[src/rtl/uart_tx_8n1.sv]
// 8N1 UART transmitter: accepts one byte per transmit handshake while idle and
// shifts it out LSB-first as start bit, 8 data bits, stop bit.
module uart_tx_8n1 #(
  parameter int BAUD_RATE    = 9600,
  parameter int SYS_CLK_FREQ = 12000000
) (
  input  logic       clk,
  input  logic       rst,
  input  logic       transmit,
  input  logic [7:0] tx_byte,
  output logic       tx,
  output logic       is_transmitting,
  output logic       tx_done
);

  localparam int CLKS_PER_BIT = SYS_CLK_FREQ / BAUD_RATE;
  localparam int CNT_W        = (CLKS_PER_BIT > 1) ? $clog2(CLKS_PER_BIT) : 1;
  localparam logic [CNT_W-1:0] BAUD_RELOAD = CNT_W'(CLKS_PER_BIT - 1);

  typedef enum logic [1:0] {IDLE, START, DATA, STOP} state_t;

  state_t           state_reg;
  logic [7:0]       shift_reg;
  logic [2:0]       bit_idx_reg;
  logic [CNT_W-1:0] baud_cnt_reg;
  logic             tx_reg;
  logic             busy_reg;
  logic             done_reg;

  assign tx              = tx_reg;
  assign is_transmitting = busy_reg;
  assign tx_done         = done_reg;

  always_ff @(posedge clk) begin
    if (rst) begin
      state_reg    <= IDLE;
      shift_reg    <= '0;
      bit_idx_reg  <= '0;
      baud_cnt_reg <= '0;
      tx_reg       <= 1'b1;
      busy_reg     <= 1'b0;
      done_reg     <= 1'b0;
    end else begin
      done_reg <= 1'b0;
      case (state_reg)
        IDLE: begin
          tx_reg   <= 1'b1;
          busy_reg <= 1'b0;
          if (transmit) begin
            shift_reg    <= tx_byte;
            baud_cnt_reg <= BAUD_RELOAD;
            tx_reg       <= 1'b0;
            busy_reg     <= 1'b1;
            state_reg    <= START;
          end
        end

        START: begin
          if (baud_cnt_reg == '0) begin
            tx_reg       <= shift_reg[0];
            baud_cnt_reg <= BAUD_RELOAD;
            bit_idx_reg  <= '0;
            state_reg    <= DATA;
          end else begin
            baud_cnt_reg <= baud_cnt_reg - 1'b1;
          end
        end

        DATA: begin
          if (baud_cnt_reg == '0) begin
            baud_cnt_reg <= BAUD_RELOAD;
            if (bit_idx_reg == 3'd7) begin
              tx_reg    <= 1'b1;
              state_reg <= STOP;
            end else begin
              // Next bit to drive is the one that becomes shift_reg[0] after the shift.
              tx_reg      <= shift_reg[1];
              shift_reg   <= {1'b0, shift_reg[7:1]};
              bit_idx_reg <= bit_idx_reg + 1'b1;
            end
          end else begin
            baud_cnt_reg <= baud_cnt_reg - 1'b1;
          end
        end

        STOP: begin
          if (baud_cnt_reg == '0) begin
            busy_reg  <= 1'b0;
            done_reg  <= 1'b1;
            state_reg <= IDLE;
          end else begin
            baud_cnt_reg <= baud_cnt_reg - 1'b1;
          end
        end

        default: begin
          state_reg <= IDLE;
          tx_reg    <= 1'b1;
          busy_reg  <= 1'b0;
        end
      endcase
    end
  end

endmodule

[config.mk]
export PLATFORM = sky130hd
export DESIGN_NAME = uart_tx_8n1
export DESIGN_NICKNAME = d
export VERILOG_FILES = /design/src/rtl/uart_tx_8n1.sv
export SDC_FILE = /design/constraint.sdc
export NUM_CORES = 1
export LEC_CHECK = 0
export BUFFER_PORTS_ARGS = -buffer_cell sky130_fd_sc_hd__buf_2
export CORE_MARGIN = 5
export CORE_UTILIZATION = 40
export DETAILED_ROUTE_END_ITERATION = 7
export PLACE_DENSITY_LB_ADDON = 0.1
export REMOVE_ABC_BUFFERS = 1
export SLEW_MARGIN = 15
export SYNTH_ARGS = -nofsm -noshare
export SYNTH_HDL_FRONTEND = slang
export SYNTH_SLANG_ARGS = --single-unit
[constraint.sdc]
create_clock -name clk -period 1.8 [get_ports clk]
set_input_delay 0.45 -clock clk [delete_from_list [all_inputs] [get_ports clk]]
set_output_delay 0.45 -clock clk [all_outputs]
set_load 0.02 [all_outputs]
Word-level counts from Yosys, hierarchy flattened
Index checks and enable logic that the tools add are counted.
- input bits: 11
- register bits: 27
- word-level logic and storage cells: 62
- output and inout bits: 3
- multiplexer cells: 27
- add/subtract/negate cells: 2
- equal/unequal tests: 11
- reductions and logical operators: 14
- bitwise logic cells: 1
- operators with widths (kind ; number):
    $mux W11 ; 3
    $pmux W11 S3 ; 1
    $mux W8 ; 3
    $pmux W8 S2 ; 1
    $ne A2 B2 Y1 const B ; 7
    $logic_not A11 Y1 ; 1
    $sub A11 B1 Y11 const B ; 1
    $mux W2 ; 5
    $mux W3 ; 3
    $pmux W2 S4 ; 1
    $reduce_and A4 Y1 ; 2
    $mux W1 ; 7
    $pmux W3 S2 ; 1
    $reduce_bool A2 Y1 ; 3
    $reduce_and A5 Y1 ; 1
    $eq A2 B2 Y1 const B ; 2
    $reduce_and A2 Y1 ; 2
    $reduce_or A2 Y1 ; 2
    $add A3 B1 Y3 const B ; 1
    $eq A3 B3 Y1 const B ; 1
    $pmux W1 S3 ; 1
    $reduce_and A3 Y1 ; 1
    $reduce_bool A3 Y1 ; 1
    $eq A2 B1 Y1 const B ; 1
    3 further kinds ; 3

Longest topological paths before layout
Gate-level depths: netlist (run 1).
- depth after elaboration: 4
- depth in mapped cells: 8
- depth with buffers taken out: 6

Least setup slack after synthesis (run 1)
OpenSTA, ideal clock, no wires.
- kind: flip-flop to flip-flop
- from: reg baud_cnt_reg[0]
- to: reg shift_reg[0]
- library setup time: 0.121 ns
- path slack: -0.008 ns
- arrival: 1.687 ns
- data required time: 1.679 ns
- period minus slack after synthesis: 1.808 ns
- cell stages (with the launch flop): 7
- buffers on the path: 0
- path through: dfxtp_1 > inv_1 > ha_1 > or4b_4 > nor3_4 > a21oi_4 > mux2_4
- cells in the longest elaborated chain, start to end: 3
- ends and longest elaborated chain (element ; line ; text):
    start: declaration ; 25 ; logic [CNT_W-1:0] baud_cnt_reg;
    start signal: assignment ; 65 ; baud_cnt_reg <= baud_cnt_reg - 1'b1;
    start signal: assignment ; 82 ; baud_cnt_reg <= baud_cnt_reg - 1'b1;
    start signal: assignment ; 92 ; baud_cnt_reg <= baud_cnt_reg - 1'b1;
    $logic_not A11 Y1 ; 70 ; if (baud_cnt_reg == '0) begin
    $ne A2 B2 Y1 (no source line) ; n/a ;
    $reduce_and A4 Y1 (no source line) ; n/a ;
    end signal: assignment ; 50 ; shift_reg <= tx_byte;
    end signal: assignment ; 78 ; shift_reg <= {1'b0, shift_reg[7:1]};
    end: declaration ; 23 ; logic [7:0] shift_reg;
No other way between the ends.
A chain may end at the register's enable or synchronous reset.

Final worst setup path (run 1)
- from: reg baud_cnt_reg[0]
- to: reg shift_reg[5]
Same word-level chain as after synthesis.

==> impl_metrics.json, run 1 <==
{
  "dieArea_um2": 5669,
  "hold_path.class": "in -> reg",
  "yosysWarnings": 0,
  "cp_slowest_cell": "or4b_4",
  "drive_gt1_share_pct": 38.79,
  "r2r_end": "shift_reg[5]$_SDFFE_PP0P_",
  "path_class": "reg -> reg",
  "syn_inst": 192,
  "p_sw_mw": 1.610,
  "rows": 23,
  "synthArstFlopShare_pct": 0,
  "min_path_cells": 3,
  "largest_reg_flops": 11,
  "fmax_mhz": 557.1,
  "route.antenna.remaining_nets": 0,
  "synth-edff-count": 0,
  "dpl.hpwl_um": 3088,
  "pwr-share-comb_pct": 66.5,
  "worst_pin_slew_ns": 0.3764,
  "required_ns": 1.97,
  "pre_cts_ws_ns": -0.06067,
  "power.share.clock_pct": 9.2,
  "setup_violations": 0,
  "synth_top_area_share_pct": 31.69,
  "critPathMaxFanout": 7,
  "dp_cells": 274,
  "diodes": 0,
  "portBuffers": 13,
  "cp-start-kind": "register",
  "final_nets": 252,
  "r2r_start": "baud_cnt_reg[0]$_SDFFE_PP0P_",
  "cts_made_buffers": 3,
  "clk_pin_slew_worst_paths_ns": 0.09,
  "cp-end-kind": "register",
  "powerDensity_nw_per_um2": 1776,
  "yosysMostFrequentCell": "dfxtp_1",
  "areaGrowthSynthToFinish_pct": 27.00,
  "startpoint": "baud_cnt_reg[0]$_SDFFE_PP0P_",
  "path_cells": "inv_4 -> ha_4 -> or4b_4 -> nor3_4 -> a21oi_4 -> mux2_4",
  "ys_ff_latch": 27,
  "synth_ff_type": "dfxtp_1",
  "grt_max_degree": 24,
  "ys_seq_area_share_pct": 31.69,
  "dieHeight_um": 75.30,
  "clock_latency_ns": 0.28,
  "whs_ns": 0.4187,
  "synth_top_area_cell": "dfxtp_1",
  "routedWlPerCell_um": 15.08,
  "routed_wirelength_um": 4253,
  "total_power_mw": 3.846,
  "synth_area_leaders": "dfxtp_1 32%, mux2_4 6.2%, ha_1 5.9%",
  "synth_area_per_cell_um2": 8.882,
  "drv_cap": 0,
  "internal_power_mw": 2.236,
  "synth_top_cells_by_count": "27 x dfxtp_1, 15 x nand2_1, 13 x a21oi_1",
  "reg2reg_slack_ns": 0.005,
  "vias": 1545,
  "drc": 0,
  "hold_path_end": "shift_reg[7]$_SDFFE_PP0P_",
  "sw_frac_of_total_pct": 41.87,
  "fin_worst_skew_ns": 0.007498,
  "die-width_um": 75.30,
  "crit_arrival_ns": 1.96,
  "min_period_over_period_pct": 99.71,
  "grt_use_total_pct": 16.09,
  "antenna_found_initial": 0,
  "synthDistinctLibCells": 49,
  "slew_violations": 0,
  "hold_buffers": 0,
  "syn_area_um2": 1705,
  "cpPeakStageDelay_ns": 0.48,
  "cts_tree": "yes",
  "vdd_drop_max_v": 0.0008935,
  "clock_path_buffers": 2,
  "stdcell_count": 282,
  "cts.htree.levels": 1,
  "status": "complete, no violations",
  "grt_first_pass_wirelength_um": 7100,
  "core-area_um2": 4058,
  "fin_crit_ns": 1.795,
  "initial_core_util_pct": 42.03,
  "overflow": 0,
  "viasPerCell": 5.479,
  "ios": 14,
  "pwr-share-seq_pct": 24.3,
  "finalHoldViolations": 0,
  "grt_pass1_vias": 1525,
  "firstDrtPassIters": 4,
  "worstHoldStart": "tx_byte[7]",
  "relSlewSlack_pct": 74.56,
  "rsz0062_at_grt": "yes",
  "setup_slack_ns": 0.005143,
  "clockRootBuffer": "clkbuf_8",
  "leakage_nw": 0.9133,
  "cts.sinks": 27,
  "reg2reg_depth": 6,
  "drtIter0Drc": 97,
  "gp_congestion": 0.8386
}
-- worst max-delay path by stage --
| stage | to | cells past startpoint |
|---|---|---|
| final | shift_reg[5]$_SDFFE_PP0P_ | 6 |
| after global routing | shift_reg[0]$_SDFFE_PP0P_ | 6 |
| after CTS | shift_reg[5]$_SDFFE_PP0P_ | 6 |
| after detailed placement | shift_reg[6]$_SDFFE_PP0P_ | 6 |
| after global placement | shift_reg[4]$_SDFFE_PP0P_ | 6 |
| after floorplan | shift_reg[0]$_SDFFE_PP0P_ | 6 |
-- cells in the final DEF (no fill, tap or decap), types with 3 or more instances in the layout --
| cell | count |
|---|---|
| inv_1 | 9 |
| mux2i_1 | 9 |
| dfxtp_2 | 4 |
| or2_2 | 3 |
| nand2_1 | 15 |
| o21ai_0 | 4 |
| mux2_4 | 7 |
| nor2b_1 | 10 |
| nor2_1 | 12 |
| a31o_2 | 4 |
| nand2b_1 | 3 |
| buf_2 | 13 |
| or3_1 | 3 |
| ha_4 | 3 |
| nand3_1 | 6 |
| ha_1 | 3 |
| a21oi_1 | 12 |
| a31oi_1 | 6 |
| clkbuf_8 | 3 |
| buf_4 | 32 |
| dfxtp_1 | 23 |
| o211ai_1 | 4 |
| nor3_1 | 4 |
-- critical path, delay by kind of cell, from the launching register on --
kind	cells	cell delay, ns
flops	1	0.35
compound gates	1	0.15
fa+ha+maj	1	0.14
buf+inv	1	0.07
mux	1	0.32
simple gates	2	0.66
-- area by class of cell --
cell class	count	area [um^2]
fill	392	1892
multi-input combinational	145	1160
sequential	27	545.5
timing repair buffer	45	305.3
tap	50	62.56
inverter	11	46.29
clock buffer	3	41.29
clock inverter	1	5.005
-- power by group through the flow --
stage	sequential (mW)	combinational, mW	clock [mW]
after floorplan	0.942	1.42	0
after global placement	0.912	2.23	0
after detailed placement	0.916	2.26	0
after CTS	0.907	2.30	0.367
after global routing	0.963	2.79	0.390
final	0.933	2.56	0.354
-- cell families (layout without fill, tap and decap cells) --
group	Yosys count	in the layout	synth area share, %
and+or+nand+nor	70	70	24.73
AOI/OAI and AO/OA	51	51	21.28
DFF	27	27	31.69
buffers and inverters	20	60	4.989
muxes	16	16	11.45
adders and majority gates	8	8	5.870
-- routing by layer --
layer,up-vias,GRT usage [%],wire [um]
met5,-,0,0
met4,0,4.466,52
met3,6,3.166,194
met2,30,26.27,1974
met1,717,21.66,2031
li1,792,-,-
-- per-stage QoR --
stage          util [%]  setup TNS [ns]  instance area [um^2]
2_1_floorplan         -         -0.2388                  1662
3_3_place_gp      49.28         -0.1565                  1999
3_5_place_dp      49.28         -0.4002                  1999
4_1_cts           51.13         -0.4481                  2074
5_1_grt           53.38         -0.2643                  2166
6_report          53.38               0                  2166
-- timing repair --
action,in CTS,in global routing
endpoints found under the setup margin,7,19
gates resized for setup,5,18
setup buffers,2,2
pin swaps,3,7
Power figures use the tool's default switching activity.
==> run 2: changes to the inputs <==
Settings changed: CORE_UTILIZATION 40 to 53.
==> run 2 against run 1 <==
Effect of this change: first-iteration DRC count is 16% lower; die area down 21%; critical path type unchanged; largest cell class unchanged; via count rose by 0.39%; core utilization rose by 14 points.
==> impl_metrics.json, run 2 (synthesis results as in run 1) <==
{
  "critPathMaxFanout": 3,
  "finalHoldViolations": 0,
  "fin_worst_skew_ns": 0.009893,
  "cp-end-kind": "register",
  "drv_cap": 0,
  "min_period_over_period_pct": 98.57,
  "setup_slack_ns": 0.02577,
  "initial_core_util_pct": 55.41,
  "cpPeakStageDelay_ns": 0.49,
  "grt_first_pass_wirelength_um": 6575,
  "cp-start-kind": "register",
  "vdd_drop_max_v": 0.0008522,
  "final_nets": 248,
  "areaGrowthSynthToFinish_pct": 21.86,
  "clock_path_buffers": 2,
  "antenna_found_initial": 0,
  "reg2reg_slack_ns": 0.03,
  "min_path_cells": 3,
  "cp_top_family": "simple AND/OR/NAND/NOR gates",
  "ios": 14,
  "dieHeight_um": 66.73,
  "dieArea_um2": 4452,
  "fin_crit_ns": 1.774,
  "crit_arrival_ns": 2.01,
  "hold_path_end": "shift_reg[7]$_SDFFE_PP0P_",
  "slew_violations": 0,
  "vias": 1551,
  "cts.sinks": 27,
  "pre_cts_ws_ns": -0.05534,
  "final_cell_mix": "28 x buf_4, 23 x dfxtp_1, 15 x nand2_1",
  "drc": 0,
  "routed_wirelength_um": 3945,
  "rows": 20,
  "diodes": 0,
  "nFillCells": 254,
  "largest_reg_flops": 11,
  "route.antenna.remaining_nets": 0,
  "gp_congestion": 0.8344,
  "overflow": 0,
  "clock_latency_ns": 0.34,
  "path_cells": "inv_2 -> ha_1 -> nor4b_4 -> or4b_4 -> a311oi_2 -> a211oi_1",
  "layout_commonest_cell": "buf_4",
  "setup_violations": 0,
  "drtIter0Drc": 81,
  "drive_gt1_share_pct": 36.40,
  "cts.htree.levels": 1,
  "grt_use_total_pct": 19.05,
  "routedWlPerCell_um": 14.50,
  "crit_buf_inv": 1,
  "powerDensity_nw_per_um2": 1743,
  "hold_path.class": "in -> reg",
  "firstDrtPassIters": 4,
  "status": "complete, no violations",
  "reg2reg_depth": 6,
  "clockRootBuffer": "clkbuf_4",
  "cts_made_buffers": 3,
  "regArea_um2": 545.5,
  "multi_input_area_um2": 1134,
  "viasPerCell": 5.702,
  "grt_max_degree": 23,
  "cts_tree": "yes",
  "r2r_start": "baud_cnt_reg[1]$_SDFFE_PP0P_",
  "cp_slowest_cell": "or4b_4",
  "portBuffers": 13,
  "worstHoldStart": "tx_byte[7]",
  "fmax_mhz": 563.6,
  "worst_pin_slew_ns": 0.4004,
  "grt_pass1_vias": 1508,
  "leakage_nw": 0.8821,
  "required_ns": 2.04,
  "relSlewSlack_pct": 72.93,
  "r2r_end": "baud_cnt_reg[10]$_SDFFE_PP0P_",
  "path_class": "reg -> reg",
  "whs_ns": 0.3385,
  "core-area_um2": 3078,
  "clk_pin_slew_worst_paths_ns": 0.16,
  "die-width_um": 66.73,
  "dpl.hpwl_um": 2957,
  "total_power_mw": 3.623,
  "rsz0062_at_grt": "yes"
}
-- run 2: worst reg2reg max path, cell delays in order (launching register included) --
cell,delay (ns)
dfxtp_2,0.35
inv_2,0.08
ha_1,0.19
nor4b_4,0.21
or4b_4,0.49
a311oi_2,0.26
a211oi_1,0.10
-- run 2: layout make-up --
type	count	area share, %
multi-input cells	145	54.55
flip-flops and latches	27	26.25
repair buffers	41	13.25
well taps	44	2.649
inverters	11	1.987
clock buffers	3	1.084
clock inverters	1	0.2408
-- run 2: repair_timing --
action / in CTS / in global routing
hold buffers: 0 / 0
pin swaps: 3 / 4
gates resized for setup: 6 / 11
endpoints found under the setup margin: 8 / 14
buffers inserted: 1 / 2
-- run 2: routing by layer --
metal	up-vias	part of all wire [%]	wire length (um)	global-route usage [%]
met5	-	0	0	0
met4	0	1.8	70	6.091
met3	7	4.3	168	2.867
met2	39	47	1846	31.93
met1	726	47	1859	24.87
li1	779	-	-	-
-- run 2: worst max-delay path by stage --
stage                                       from                            end  slack [ns]  cells after the start
finish              baud_cnt_reg[1]$_SDFFE_PP0P_  baud_cnt_reg[10]$_SDFFE_PP0P_        0.03                      6
global route        baud_cnt_reg[4]$_SDFFE_PP0P_                tx$_SDFFE_PP1P_       -0.05                      6
CTS                 baud_cnt_reg[0]$_SDFFE_PP0P_      shift_reg[5]$_SDFFE_PP0P_       -0.06                      6
detailed placement  baud_cnt_reg[1]$_SDFFE_PP0P_      shift_reg[5]$_SDFFE_PP0P_       -0.06                      6
global placement    baud_cnt_reg[1]$_SDFFE_PP0P_      shift_reg[4]$_SDFFE_PP0P_       -0.02                      6
floorplan              state_reg[0]$_SDFFE_PP0P_      shift_reg[0]$_SDFFE_PP0P_       -0.03                      6
-- run 2: per-stage QoR --
step	utilization [%]	setup TNS [ns]	std cells	instance area (um^2)
global placement	63.98	-0.1501	265	1969
finish	67.52	0	272	2078
detailed placement	63.98	-0.3602	265	1969
global route	67.52	-0.3185	272	2078
floorplan	-	-0.2388	183	1662
CTS	65.61	-0.3747	270	2019
-- run 2: where the power goes --
part / switching [mW] / internal, mW / leakage [nW] / total (mW)
clock network: 0.197 / 0.0838 / 0.0177 / 0.281
registers: 0.148 / 0.777 / 0.223 / 0.925
logic: 1.21 / 1.21 / 0.641 / 2.42
total: 1.55 / 2.07 / 0.882 / 3.62
